## src/rtl/bundle_command_dispatcher_if.sv

```systemverilog
// Host command, mapper issue and completion-response signals of the bundle command dispatcher.
// The dispatcher attaches through the slave modport; the host/mapper side uses master.
interface bundle_command_dispatcher_if #(
  parameter int HV_ADDRESS_WIDTH = 5,
  parameter int FIFO_DEPTH       = 4,
  parameter int TAG_WIDTH        = 4
);
  localparam int CW = $clog2(FIFO_DEPTH) + 1;

  logic                        cmd_valid;
  logic                        cmd_ready;
  logic [HV_ADDRESS_WIDTH-1:0] cmd_hva;
  logic [HV_ADDRESS_WIDTH-1:0] cmd_hvb;
  logic [HV_ADDRESS_WIDTH-1:0] cmd_hvc;
  logic [HV_ADDRESS_WIDTH-1:0] cmd_offset;
  logic                        cmd_mode;
  logic [TAG_WIDTH-1:0]        cmd_tag;

  logic                        m_valid;
  logic [HV_ADDRESS_WIDTH-1:0] m_hva;
  logic [HV_ADDRESS_WIDTH-1:0] m_hvb;
  logic [HV_ADDRESS_WIDTH-1:0] m_hvc;
  logic [HV_ADDRESS_WIDTH-1:0] m_hv_offset;
  logic                        m_mode;
  logic                        m_done;

  logic                        rsp_valid;
  logic [TAG_WIDTH-1:0]        rsp_tag;
  logic [1:0]                  rsp_status;
  logic                        busy;
  logic [CW-1:0]               fifo_count;

  modport master (
    output cmd_valid, cmd_hva, cmd_hvb, cmd_hvc, cmd_offset, cmd_mode, cmd_tag, m_done,
    input  cmd_ready, m_valid, m_hva, m_hvb, m_hvc, m_hv_offset, m_mode,
           rsp_valid, rsp_tag, rsp_status, busy, fifo_count
  );

  modport slave (
    input  cmd_valid, cmd_hva, cmd_hvb, cmd_hvc, cmd_offset, cmd_mode, cmd_tag, m_done,
    output cmd_ready, m_valid, m_hva, m_hvb, m_hvc, m_hv_offset, m_mode,
           rsp_valid, rsp_tag, rsp_status, busy, fifo_count
  );
endinterface

```

## src/rtl/bundle_command_dispatcher.sv

```systemverilog
// Queues bundling commands and issues them one at a time to BundleLinearMapper
// using level valid / done, returning a tagged completion status per command.
module bundle_command_dispatcher #(
  parameter int HV_ADDRESS_WIDTH  = 5,
  parameter int FIFO_DEPTH        = 4,
  parameter int TAG_WIDTH         = 4,
  parameter int DONE_TIMEOUT_CLKS = 255
) (
  input logic clk,
  input logic reset,
  bundle_command_dispatcher_if.slave bus
);
  localparam int PW  = (FIFO_DEPTH > 1) ? $clog2(FIFO_DEPTH) : 1;
  localparam int CW  = $clog2(FIFO_DEPTH) + 1;
  localparam int TMW = $clog2(DONE_TIMEOUT_CLKS + 1);
  localparam logic [CW-1:0]  COUNT_FULL = CW'(FIFO_DEPTH);
  localparam logic [CW-1:0]  COUNT_ONE  = CW'(1'b1);
  localparam logic [CW-1:0]  COUNT_ZERO = CW'(1'b0);
  localparam logic [PW-1:0]  PTR_ONE    = PW'(1'b1);
  localparam logic [TMW-1:0] TIMER_ONE  = TMW'(1'b1);
  localparam logic [TMW-1:0] TIMER_LAST = TMW'(DONE_TIMEOUT_CLKS - 1);
  localparam logic [1:0] STATUS_OK      = 2'b00;
  localparam logic [1:0] STATUS_TIMEOUT = 2'b01;
  localparam logic [1:0] STATUS_ILLEGAL = 2'b10;

  typedef enum logic [1:0] {ST_IDLE = 2'b00, ST_ISSUE = 2'b01, ST_RELEASE = 2'b10} state_t;

  typedef struct packed {
    logic [HV_ADDRESS_WIDTH-1:0] hva;
    logic [HV_ADDRESS_WIDTH-1:0] hvb;
    logic [HV_ADDRESS_WIDTH-1:0] hvc;
    logic [HV_ADDRESS_WIDTH-1:0] offset;
    logic                        mode;
    logic [TAG_WIDTH-1:0]        tag;
  } cmd_t;

  cmd_t                        mem_r [FIFO_DEPTH];
  cmd_t                        head_s;
  cmd_t                        wr_cmd_s;
  state_t                      state_r, state_s;
  logic [PW-1:0]               rd_ptr_r, wr_ptr_r;
  logic [CW-1:0]               count_r, count_s;
  logic [TMW-1:0]              timer_r;
  logic                        push_s, pop_s, load_s, m_valid_s, rsp_fire_s;
  logic [1:0]                  rsp_status_s;
  logic [TAG_WIDTH-1:0]        rsp_tag_s;
  logic                        cmd_ready_r, busy_r, m_valid_r, m_mode_r;
  logic [HV_ADDRESS_WIDTH-1:0] m_hva_r, m_hvb_r, m_hvc_r, m_offset_r;
  logic [TAG_WIDTH-1:0]        tag_hold_r, rsp_tag_r;
  logic                        rsp_valid_r;
  logic [1:0]                  rsp_status_r;

  assign head_s   = mem_r[rd_ptr_r];
  assign wr_cmd_s = '{hva: bus.cmd_hva, hvb: bus.cmd_hvb, hvc: bus.cmd_hvc,
                      offset: bus.cmd_offset, mode: bus.cmd_mode, tag: bus.cmd_tag};

  // Issue FSM: pop/legality check in IDLE, done/timeout watch in ISSUE, done-low wait in RELEASE.
  always_comb begin
    state_s      = state_r;
    pop_s        = 1'b0;
    load_s       = 1'b0;
    m_valid_s    = 1'b0;
    rsp_fire_s   = 1'b0;
    rsp_status_s = rsp_status_r;
    rsp_tag_s    = rsp_tag_r;
    case (state_r)
      ST_IDLE: begin
        if (count_r != COUNT_ZERO) begin
          pop_s = 1'b1;
          if (head_s.hvb >= head_s.hva) begin
            load_s    = 1'b1;
            m_valid_s = 1'b1;
            state_s   = ST_ISSUE;
          end else begin
            rsp_fire_s   = 1'b1;
            rsp_status_s = STATUS_ILLEGAL;
            rsp_tag_s    = head_s.tag;
          end
        end else begin
          state_s = ST_IDLE;
        end
      end
      ST_ISSUE: begin
        // done takes priority over a timeout expiring in the same cycle
        if (bus.m_done) begin
          rsp_fire_s   = 1'b1;
          rsp_status_s = STATUS_OK;
          rsp_tag_s    = tag_hold_r;
          state_s      = ST_RELEASE;
        end else if (timer_r == TIMER_LAST) begin
          rsp_fire_s   = 1'b1;
          rsp_status_s = STATUS_TIMEOUT;
          rsp_tag_s    = tag_hold_r;
          state_s      = ST_RELEASE;
        end else begin
          m_valid_s = 1'b1;
        end
      end
      ST_RELEASE: begin
        if (bus.m_done) begin
          state_s = ST_RELEASE;
        end else begin
          state_s = ST_IDLE;
        end
      end
      default: begin
        state_s = ST_IDLE;
      end
    endcase
  end

  // Queue occupancy after this cycle's push and pop.
  always_comb begin
    push_s = bus.cmd_valid & cmd_ready_r;
    case ({push_s, pop_s})
      2'b10:   count_s = count_r + COUNT_ONE;
      2'b01:   count_s = count_r - COUNT_ONE;
      default: count_s = count_r;
    endcase
  end

  // Queue storage.
  always_ff @(posedge clk or posedge reset) begin
    if (reset) begin
      for (int i = 0; i < FIFO_DEPTH; i++) begin
        mem_r[i] <= '0;
      end
    end else if (push_s) begin
      mem_r[wr_ptr_r] <= wr_cmd_s;
    end
  end

  // Control state, pointers, timeout counter and registered outputs.
  always_ff @(posedge clk or posedge reset) begin
    if (reset) begin
      state_r      <= ST_IDLE;
      rd_ptr_r     <= '0;
      wr_ptr_r     <= '0;
      count_r      <= '0;
      timer_r      <= '0;
      cmd_ready_r  <= 1'b1;
      busy_r       <= 1'b0;
      m_valid_r    <= 1'b0;
      m_hva_r      <= '0;
      m_hvb_r      <= '0;
      m_hvc_r      <= '0;
      m_offset_r   <= '0;
      m_mode_r     <= 1'b0;
      tag_hold_r   <= '0;
      rsp_valid_r  <= 1'b0;
      rsp_tag_r    <= '0;
      rsp_status_r <= 2'b00;
    end else begin
      state_r      <= state_s;
      count_r      <= count_s;
      cmd_ready_r  <= (count_s != COUNT_FULL);
      busy_r       <= (state_s != ST_IDLE) || (count_s != COUNT_ZERO);
      m_valid_r    <= m_valid_s;
      rsp_valid_r  <= rsp_fire_s;
      rsp_tag_r    <= rsp_tag_s;
      rsp_status_r <= rsp_status_s;
      if (push_s) begin
        wr_ptr_r <= wr_ptr_r + PTR_ONE;
      end
      if (pop_s) begin
        rd_ptr_r <= rd_ptr_r + PTR_ONE;
      end
      if (load_s) begin
        m_hva_r    <= head_s.hva;
        m_hvb_r    <= head_s.hvb;
        m_hvc_r    <= head_s.hvc;
        m_offset_r <= head_s.offset;
        m_mode_r   <= head_s.mode;
        tag_hold_r <= head_s.tag;
      end
      if ((state_r == ST_ISSUE) && (state_s == ST_ISSUE)) begin
        timer_r <= timer_r + TIMER_ONE;
      end else begin
        timer_r <= '0;
      end
    end
  end

  assign bus.cmd_ready   = cmd_ready_r;
  assign bus.busy        = busy_r;
  assign bus.fifo_count  = count_r;
  assign bus.m_valid     = m_valid_r;
  assign bus.m_hva       = m_hva_r;
  assign bus.m_hvb       = m_hvb_r;
  assign bus.m_hvc       = m_hvc_r;
  assign bus.m_hv_offset = m_offset_r;
  assign bus.m_mode      = m_mode_r;
  assign bus.rsp_valid   = rsp_valid_r;
  assign bus.rsp_tag     = rsp_tag_r;
  assign bus.rsp_status  = rsp_status_r;
endmodule

```

## src/flat_wrapper.sv

```systemverilog
// flat-port wrapper written by rule: the top's interface ports become plain ports
module bundle_command_dispatcher_flat 
#(
  parameter int HV_ADDRESS_WIDTH  = 5,
  parameter int FIFO_DEPTH        = 4,
  parameter int TAG_WIDTH         = 4,
  parameter int DONE_TIMEOUT_CLKS = 255
)
  (clk, reset, bus_cmd_valid, bus_cmd_hva, bus_cmd_hvb, bus_cmd_hvc, bus_cmd_offset, bus_cmd_mode, bus_cmd_tag, bus_m_done, bus_cmd_ready, bus_m_valid, bus_m_hva, bus_m_hvb, bus_m_hvc, bus_m_hv_offset, bus_m_mode, bus_rsp_valid, bus_rsp_tag, bus_rsp_status, bus_busy, bus_fifo_count);
  bundle_command_dispatcher_if #(.HV_ADDRESS_WIDTH(HV_ADDRESS_WIDTH), .FIFO_DEPTH(FIFO_DEPTH), .TAG_WIDTH(TAG_WIDTH)) bus_i ();
  input logic clk;
  input logic reset;
  input wire logic [$bits(bus_i.cmd_valid)-1:0] bus_cmd_valid;
  input wire logic [$bits(bus_i.cmd_hva)-1:0] bus_cmd_hva;
  input wire logic [$bits(bus_i.cmd_hvb)-1:0] bus_cmd_hvb;
  input wire logic [$bits(bus_i.cmd_hvc)-1:0] bus_cmd_hvc;
  input wire logic [$bits(bus_i.cmd_offset)-1:0] bus_cmd_offset;
  input wire logic [$bits(bus_i.cmd_mode)-1:0] bus_cmd_mode;
  input wire logic [$bits(bus_i.cmd_tag)-1:0] bus_cmd_tag;
  input wire logic [$bits(bus_i.m_done)-1:0] bus_m_done;
  output wire logic [$bits(bus_i.cmd_ready)-1:0] bus_cmd_ready;
  output wire logic [$bits(bus_i.m_valid)-1:0] bus_m_valid;
  output wire logic [$bits(bus_i.m_hva)-1:0] bus_m_hva;
  output wire logic [$bits(bus_i.m_hvb)-1:0] bus_m_hvb;
  output wire logic [$bits(bus_i.m_hvc)-1:0] bus_m_hvc;
  output wire logic [$bits(bus_i.m_hv_offset)-1:0] bus_m_hv_offset;
  output wire logic [$bits(bus_i.m_mode)-1:0] bus_m_mode;
  output wire logic [$bits(bus_i.rsp_valid)-1:0] bus_rsp_valid;
  output wire logic [$bits(bus_i.rsp_tag)-1:0] bus_rsp_tag;
  output wire logic [$bits(bus_i.rsp_status)-1:0] bus_rsp_status;
  output wire logic [$bits(bus_i.busy)-1:0] bus_busy;
  output wire logic [$bits(bus_i.fifo_count)-1:0] bus_fifo_count;
  assign bus_i.cmd_valid = bus_cmd_valid;
  assign bus_i.cmd_hva = bus_cmd_hva;
  assign bus_i.cmd_hvb = bus_cmd_hvb;
  assign bus_i.cmd_hvc = bus_cmd_hvc;
  assign bus_i.cmd_offset = bus_cmd_offset;
  assign bus_i.cmd_mode = bus_cmd_mode;
  assign bus_i.cmd_tag = bus_cmd_tag;
  assign bus_i.m_done = bus_m_done;
  assign bus_cmd_ready = bus_i.cmd_ready;
  assign bus_m_valid = bus_i.m_valid;
  assign bus_m_hva = bus_i.m_hva;
  assign bus_m_hvb = bus_i.m_hvb;
  assign bus_m_hvc = bus_i.m_hvc;
  assign bus_m_hv_offset = bus_i.m_hv_offset;
  assign bus_m_mode = bus_i.m_mode;
  assign bus_rsp_valid = bus_i.rsp_valid;
  assign bus_rsp_tag = bus_i.rsp_tag;
  assign bus_rsp_status = bus_i.rsp_status;
  assign bus_busy = bus_i.busy;
  assign bus_fifo_count = bus_i.fifo_count;
  bundle_command_dispatcher #(.HV_ADDRESS_WIDTH(HV_ADDRESS_WIDTH), .FIFO_DEPTH(FIFO_DEPTH), .TAG_WIDTH(TAG_WIDTH), .DONE_TIMEOUT_CLKS(DONE_TIMEOUT_CLKS)) u_core (.clk(clk), .reset(reset), .bus(bus_i));
endmodule
```

## config.mk

```make
export PLATFORM = sky130hd
export DESIGN_NAME = bundle_command_dispatcher_flat
export DESIGN_NICKNAME = d
export VERILOG_FILES = /design/src/rtl/bundle_command_dispatcher_if.sv /design/src/rtl/bundle_command_dispatcher.sv /design/src/flat_wrapper.sv
export SDC_FILE = /design/constraint.sdc
export NUM_CORES = 1
export LEC_CHECK = 0
export BUFFER_PORTS_ARGS = -buffer_cell sky130_fd_sc_hd__buf_2
export CAP_MARGIN = 20
export CORE_ASPECT_RATIO = 0.75
export CORE_MARGIN = 5
export CORE_UTILIZATION = 40
export DETAILED_ROUTE_END_ITERATION = 8
export GPL_ROUTABILITY_DRIVEN = 0
export GPL_TIMING_DRIVEN = 0
export PLACE_DENSITY = 0.67
export SLEW_MARGIN = 10
export SYNTH_ARGS = -nofsm -noshare
export SYNTH_HDL_FRONTEND = slang
export SYNTH_SLANG_ARGS = --single-unit
```

## constraint.sdc

```tcl
create_clock -name clk -period 5 [get_ports clk]
set_clock_uncertainty 0.1 [all_clocks]
set_input_delay 1 -clock clk [delete_from_list [all_inputs] [get_ports clk]]
set_output_delay 1 -clock clk [all_outputs]
set_load 0.03 [all_outputs]
```

======== After elaboration in Yosys (flattened, before gate mapping) ========
Cells that the tools add are included.
cells by class
  $add $sub $neg .......................... 5
  multiplexer cells ....................... 37
  magnitude comparators ................... 4
  bitwise logic cells ..................... 3
  reduce and logical (&&, ||, !) cells .... 9
  equality and inequality tests ........... 10
operators with widths
  cell                   number
  $bwmux W100            1
  $mux W25               3
  $bmux W25 S2           1
  $demux W25 S2          1
  $mux W2                9
  $mux W4                4
  $mux W1                11
  $add A8 B1 Y8 const B  1
  $eq A8 B8 Y1 const B   1
  $mux W8                1
  $pmux W4 S2            1
  $eq A2 B1 Y1 const B   3
  $ge A3 B3 Y1 const B   2
  $not A2 Y3             2
  $pmux W2 S3            1
  $pmux W3 S2            1
  $reduce_bool A3 Y1     2
  $ge A5 B5 Y1           1
  $add A2 B1 Y2 const B  2
  $eq A2 B2 Y1 const B   2
  $pmux W1 S2            2
  $pmux W2 S2            1
  $reduce_and A4 Y1      1
  $reduce_bool A2 Y1     2
  other kinds (11)       12
word-level totals
  output and inout bits ................... 34
  bits of input ports ..................... 29
  register bits ........................... 152
  logic and storage cells ................. 109

======== Longest topological paths before layout ========
  depth after elaboration ................. 11
  mapped depth ............................ 11
  depth with buffers taken out ............ 11

======== Worst setup path after synthesis ========
No wires, ideal clock.
  path type ............................... register -> register
  start ................................... reg u_core.rd_ptr_r[1]
  end ..................................... reg u_core.m_offset_r[0] (netlist: u_core.bus.m_hv_offset[0])
  data required time ...................... 4.775 ns
  library setup time ...................... 0.125 ns
  cell stages (with the launch flop) ...... 11
  period minus slack after synthesis ...... 2.791 ns
  data arrival time ....................... 2.565 ns
  path buffers ............................ 3
  slack ................................... 2.209 ns
  cell sequence ........................... dfrtp_1 -> buf_6 -> buf_6 -> mux4_1 -> ha_1 -> a21o_1 -> a31oi_1 -> o21ai_1 -> nand2_4 -> buf_6 -> mux2_4
RTL lines
  element                 line                              source
  start, declared         bundle_command_dispatcher.sv:41   logic [PW-1:0] rd_ptr_r, wr_ptr_r;
  start signal, assigned  bundle_command_dispatcher.sv:166  rd_ptr_r <= rd_ptr_r + PTR_ONE;
  end signal, assigned    bundle_command_dispatcher.sv:172  m_offset_r <= head_s.offset;
  end, declared           bundle_command_dispatcher.sv:48   logic [HV_ADDRESS_WIDTH-1:0] m_hva_r, m_hvb_r, m_hvc_r, m_offset_r;

==> results by group <==
Outcome
  – Status: complete, no violations

Synth
  – Cell taking the most area after synthesis: dfrtp_1
  – Number of synthesis warnings: 0
  – Synth top area share: 56.2%
  – Avg Inst Size Synth: 16.1 µm²
  – Syn nets: 461
  – Ranking of synthesized cells by area: dfrtp_1, mux2_2, mux4_2, mux2_4, mux4_1
  – Top-count cell post-synth: dfrtp_1
  – #FFs+latches synth: 152
  – Top FF cell, synth: dfrtp_1
  – Synth top cells by count: dfrtp_1, mux2_2, mux2_4
  – Syn Std Cell Area: 6730 µm²
  – FFs w/ async S/R, synth: 100%
  – EDFF count, synth: 0
  – Instance count of the mapped netlist: 419
  – Yosys cell types: 37
  – Post-synthesis sequential area ratio: 56.5%

Timing
  – Fin Setup TNS: 0 ns
  – Final Max Slew Viols: 0
  – Period minus WS final: 3.43 ns
  – Worst Tran Pin Value: 0.728 ns
  – Final setup vio count: 0
  – Final period utilization: 68.6%
  – Fmax: 292 MHz
  – RSZ-0062 raised after global routing: no
  – Slew headroom: 51.5%
  – Final hold vios: 0

Global routing
  – Largest net degree at the start of global routing: 40
  – Initial antenna violation count: 2
  – GRT overflow: 0
  – GRT Util Overall: 15.0%
  – Global-route wire length before repair: 22400 µm
  – Vias in the first global route: 4181

Worst setup path
  – Required @ worst endpoint: 5.20 ns
  – CP dominant cell by count: buf_6
  – Worst Setup Path Type: reg -> reg
  – Crit path buffers/inverters: 3
  – CP Capture Type: register
  – CP Cell Sequence: buf_6 > buf_6 > mux4_1 > ha_1 > a21o_1 > a31oi_1 > o21ai_1 > nand2_4 > buf_6 > mux2_4
  – CP top delay family: multiplexers
  – CP Launch Type: register
  – CP arrival: 3.63 ns
  – CP max stage delay: 0.63 ns
  – Critical path fanouts, max: 10
  – CP max stage cell: mux4_1

CTS
  – Post-CTS Setup Repair Bufs: 0
  – Num CTS Buffers: 17
  – Clk_lat worst skew: 0.42 ns
  – H-tree lvl count: 4
  – Bufs on Longest Clock Path: 2
  – CTS tree: done
  – Num Clock Sinks: 152
  – CTS Hold Bufs: 0
  – Resize count post-CTS: 0
  – Root buf cell: clkbuf_16
  – Worst-path clk slew: 0.06 ns

Power
  – Clk network pwr share: 19.0%
  – Maximum VDD drop: 360 µV
  – Gate power share: 47.8%
  – Lkg Pwr: 3.63 nW
  – Sw Ratio: 35.6%
  – Reg power frac: 33.1%
  – Internal power: 4.19 mW
  – Pwr Density: 819 nW/µm²
  – Overall Power: 6.51 mW
  – Sw power: 2.32 mW

Drt
  – Drt first-iter violations: 200
  – DR vias/cell: 5.16
  – Total routed wirelength: 13800 µm
  – DRT antenna net count: 0
  – DRC viols: 0
  – DRT Pass-1 Iters: 4
  – Via count: 3767
  – Wire per inst: 18.9 µm

Min path
  – Tightest Hold Check Type: reg -> reg

Cells and area
  – Final std cells w/o fill: 730
  – Share of layout cells above drive strength 1: 52.6%
  – Total Nets Final: 545
  – Area growth syn-to-layout: 18.2%
  – # diodes: 0
  – Post-route cell area: 7950 µm²

Floorplan
  – Initial Utilization: 40.4%
  – Row Count: 41
  – Die Span Y: 122 µm
  – Chip Width: 160 µm
  – Top Ports: 63
  – Die Area: 19500 µm²
  – Core area: 16700 µm²

Flow run
  – Max-cap violations: 0

Place
  – IO Port Bufs: 61
  – DP Cell Count: 699
  – Placement Cell Area: 7390 µm²
  – DP HPWL: 9580 µm
## cell families after synthesis
kind of cell	share of synthesized area [%]
mux	32.4
flops	56.5
simple gates	3.20
buf+inv	2.68
fa+ha+maj	2.53
xor+xnor	1.56
compound gates	1.08
## layout by cell type, fill, tap and decap left out, types with 2 or more instances in the layout
cell type / synthesis / routed
a21o_1: 2 / 2
buf_12: 0 / 4
buf_2: 11 / 72
buf_6: 5 / 5
clkbuf_1: 4 / 4
clkbuf_16: 0 / 17
clkinv_2: 0 / 2
clkinv_4: 1 / 3
clkinvlp_4: 0 / 3
dfrtp_1: 151 / 151
ha_1: 12 / 12
inv_1: 12 / 11
inv_6: 0 / 4
inv_8: 0 / 3
mux2_2: 113 / 113
mux2_4: 21 / 21
mux4_1: 8 / 8
mux4_2: 17 / 17
nand2_1: 10 / 10
nand2b_1: 2 / 2
nand3_1: 8 / 8
nor2_1: 11 / 11
xnor2_1: 5 / 5
xor2_1: 7 / 7
## power groups by stage
stage,Sequential [mW],Clock (mW),Combinational (mW)
after floorplan,2.35,0,2.20
after global placement,2.13,0,3.04
after detailed placement,2.18,0,3.13
after CTS,2.16,1.27,3.17
after global routing,2.23,1.32,3.36
final,2.16,1.24,3.11
## state kept, by name, indices dropped and copies added (netlist names)
name,flops
u_core.mem_r,100
u_core.timer_r,8
u_core.bus.m_hv_offset,5
u_core.bus.m_hva,5
u_core.bus.m_hvb,5
u_core.bus.m_hvc,5
u_core.bus.rsp_tag,4
u_core.tag_hold_r,4
u_core.bus.fifo_count,3
u_core.bus.rsp_status,2
u_core.rd_ptr_r,2
u_core.state_r,2
u_core.wr_ptr_r,2
u_core.bus.busy,1
u_core.bus.cmd_ready,1
u_core.bus.m_mode,1
u_core.bus.m_valid,1
u_core.bus.rsp_valid,1
## through the flow
step	utilization [%]	worst slack [ns]	hold WS [ns]
floorplan	-	1.98	0.370
global placement	43.8	1.15	0.357
detailed placement	44.3	1.63	0.375
CTS	47.7	1.52	0.388
global route	47.7	1.43	0.404
finish	47.7	1.57	0.378
## per-layer routing
layer | wire [µm] | track usage, % | up-vias
li1 | - | - | 1694
met1 | 6430 | 19.6 | 1988
met2 | 6650 | 24.6 | 66
met3 | 587 | 4.30 | 15
met4 | 119 | 4.39 | 4
met5 | 25 | 0 | -
## final timing paths
check,from,to,slack [ns],cells after the start
min reg2reg,u_core.bus.rsp_status[1],u_core.bus.rsp_status[1],0.38,1
max,u_core.rd_ptr_r[1],u_core.bus.m_hv_offset[0],1.57,10
max in group asynchronous,reset,u_core.mem_r[61],3.32,5
min in group asynchronous,reset,u_core.bus.rsp_tag[1],0.46,2
max reg2reg,u_core.rd_ptr_r[1],u_core.bus.m_hv_offset[0],1.57,10
min,u_core.bus.rsp_status[1],u_core.bus.rsp_status[1],0.38,1
## area by class of cell
class | instances | area, µm²
fillers | 1420 | 8720
repair buffers | 65 | 385
multi-input cells | 234 | 2740
plain buffers | 20 | 126
flip-flops and latches | 152 | 3800
well taps | 215 | 269
clock inverters | 14 | 141
inverters | 13 | 57.6
clock buffers | 17 | 425
No activity file was read; power rests on OpenSTA's default activity.
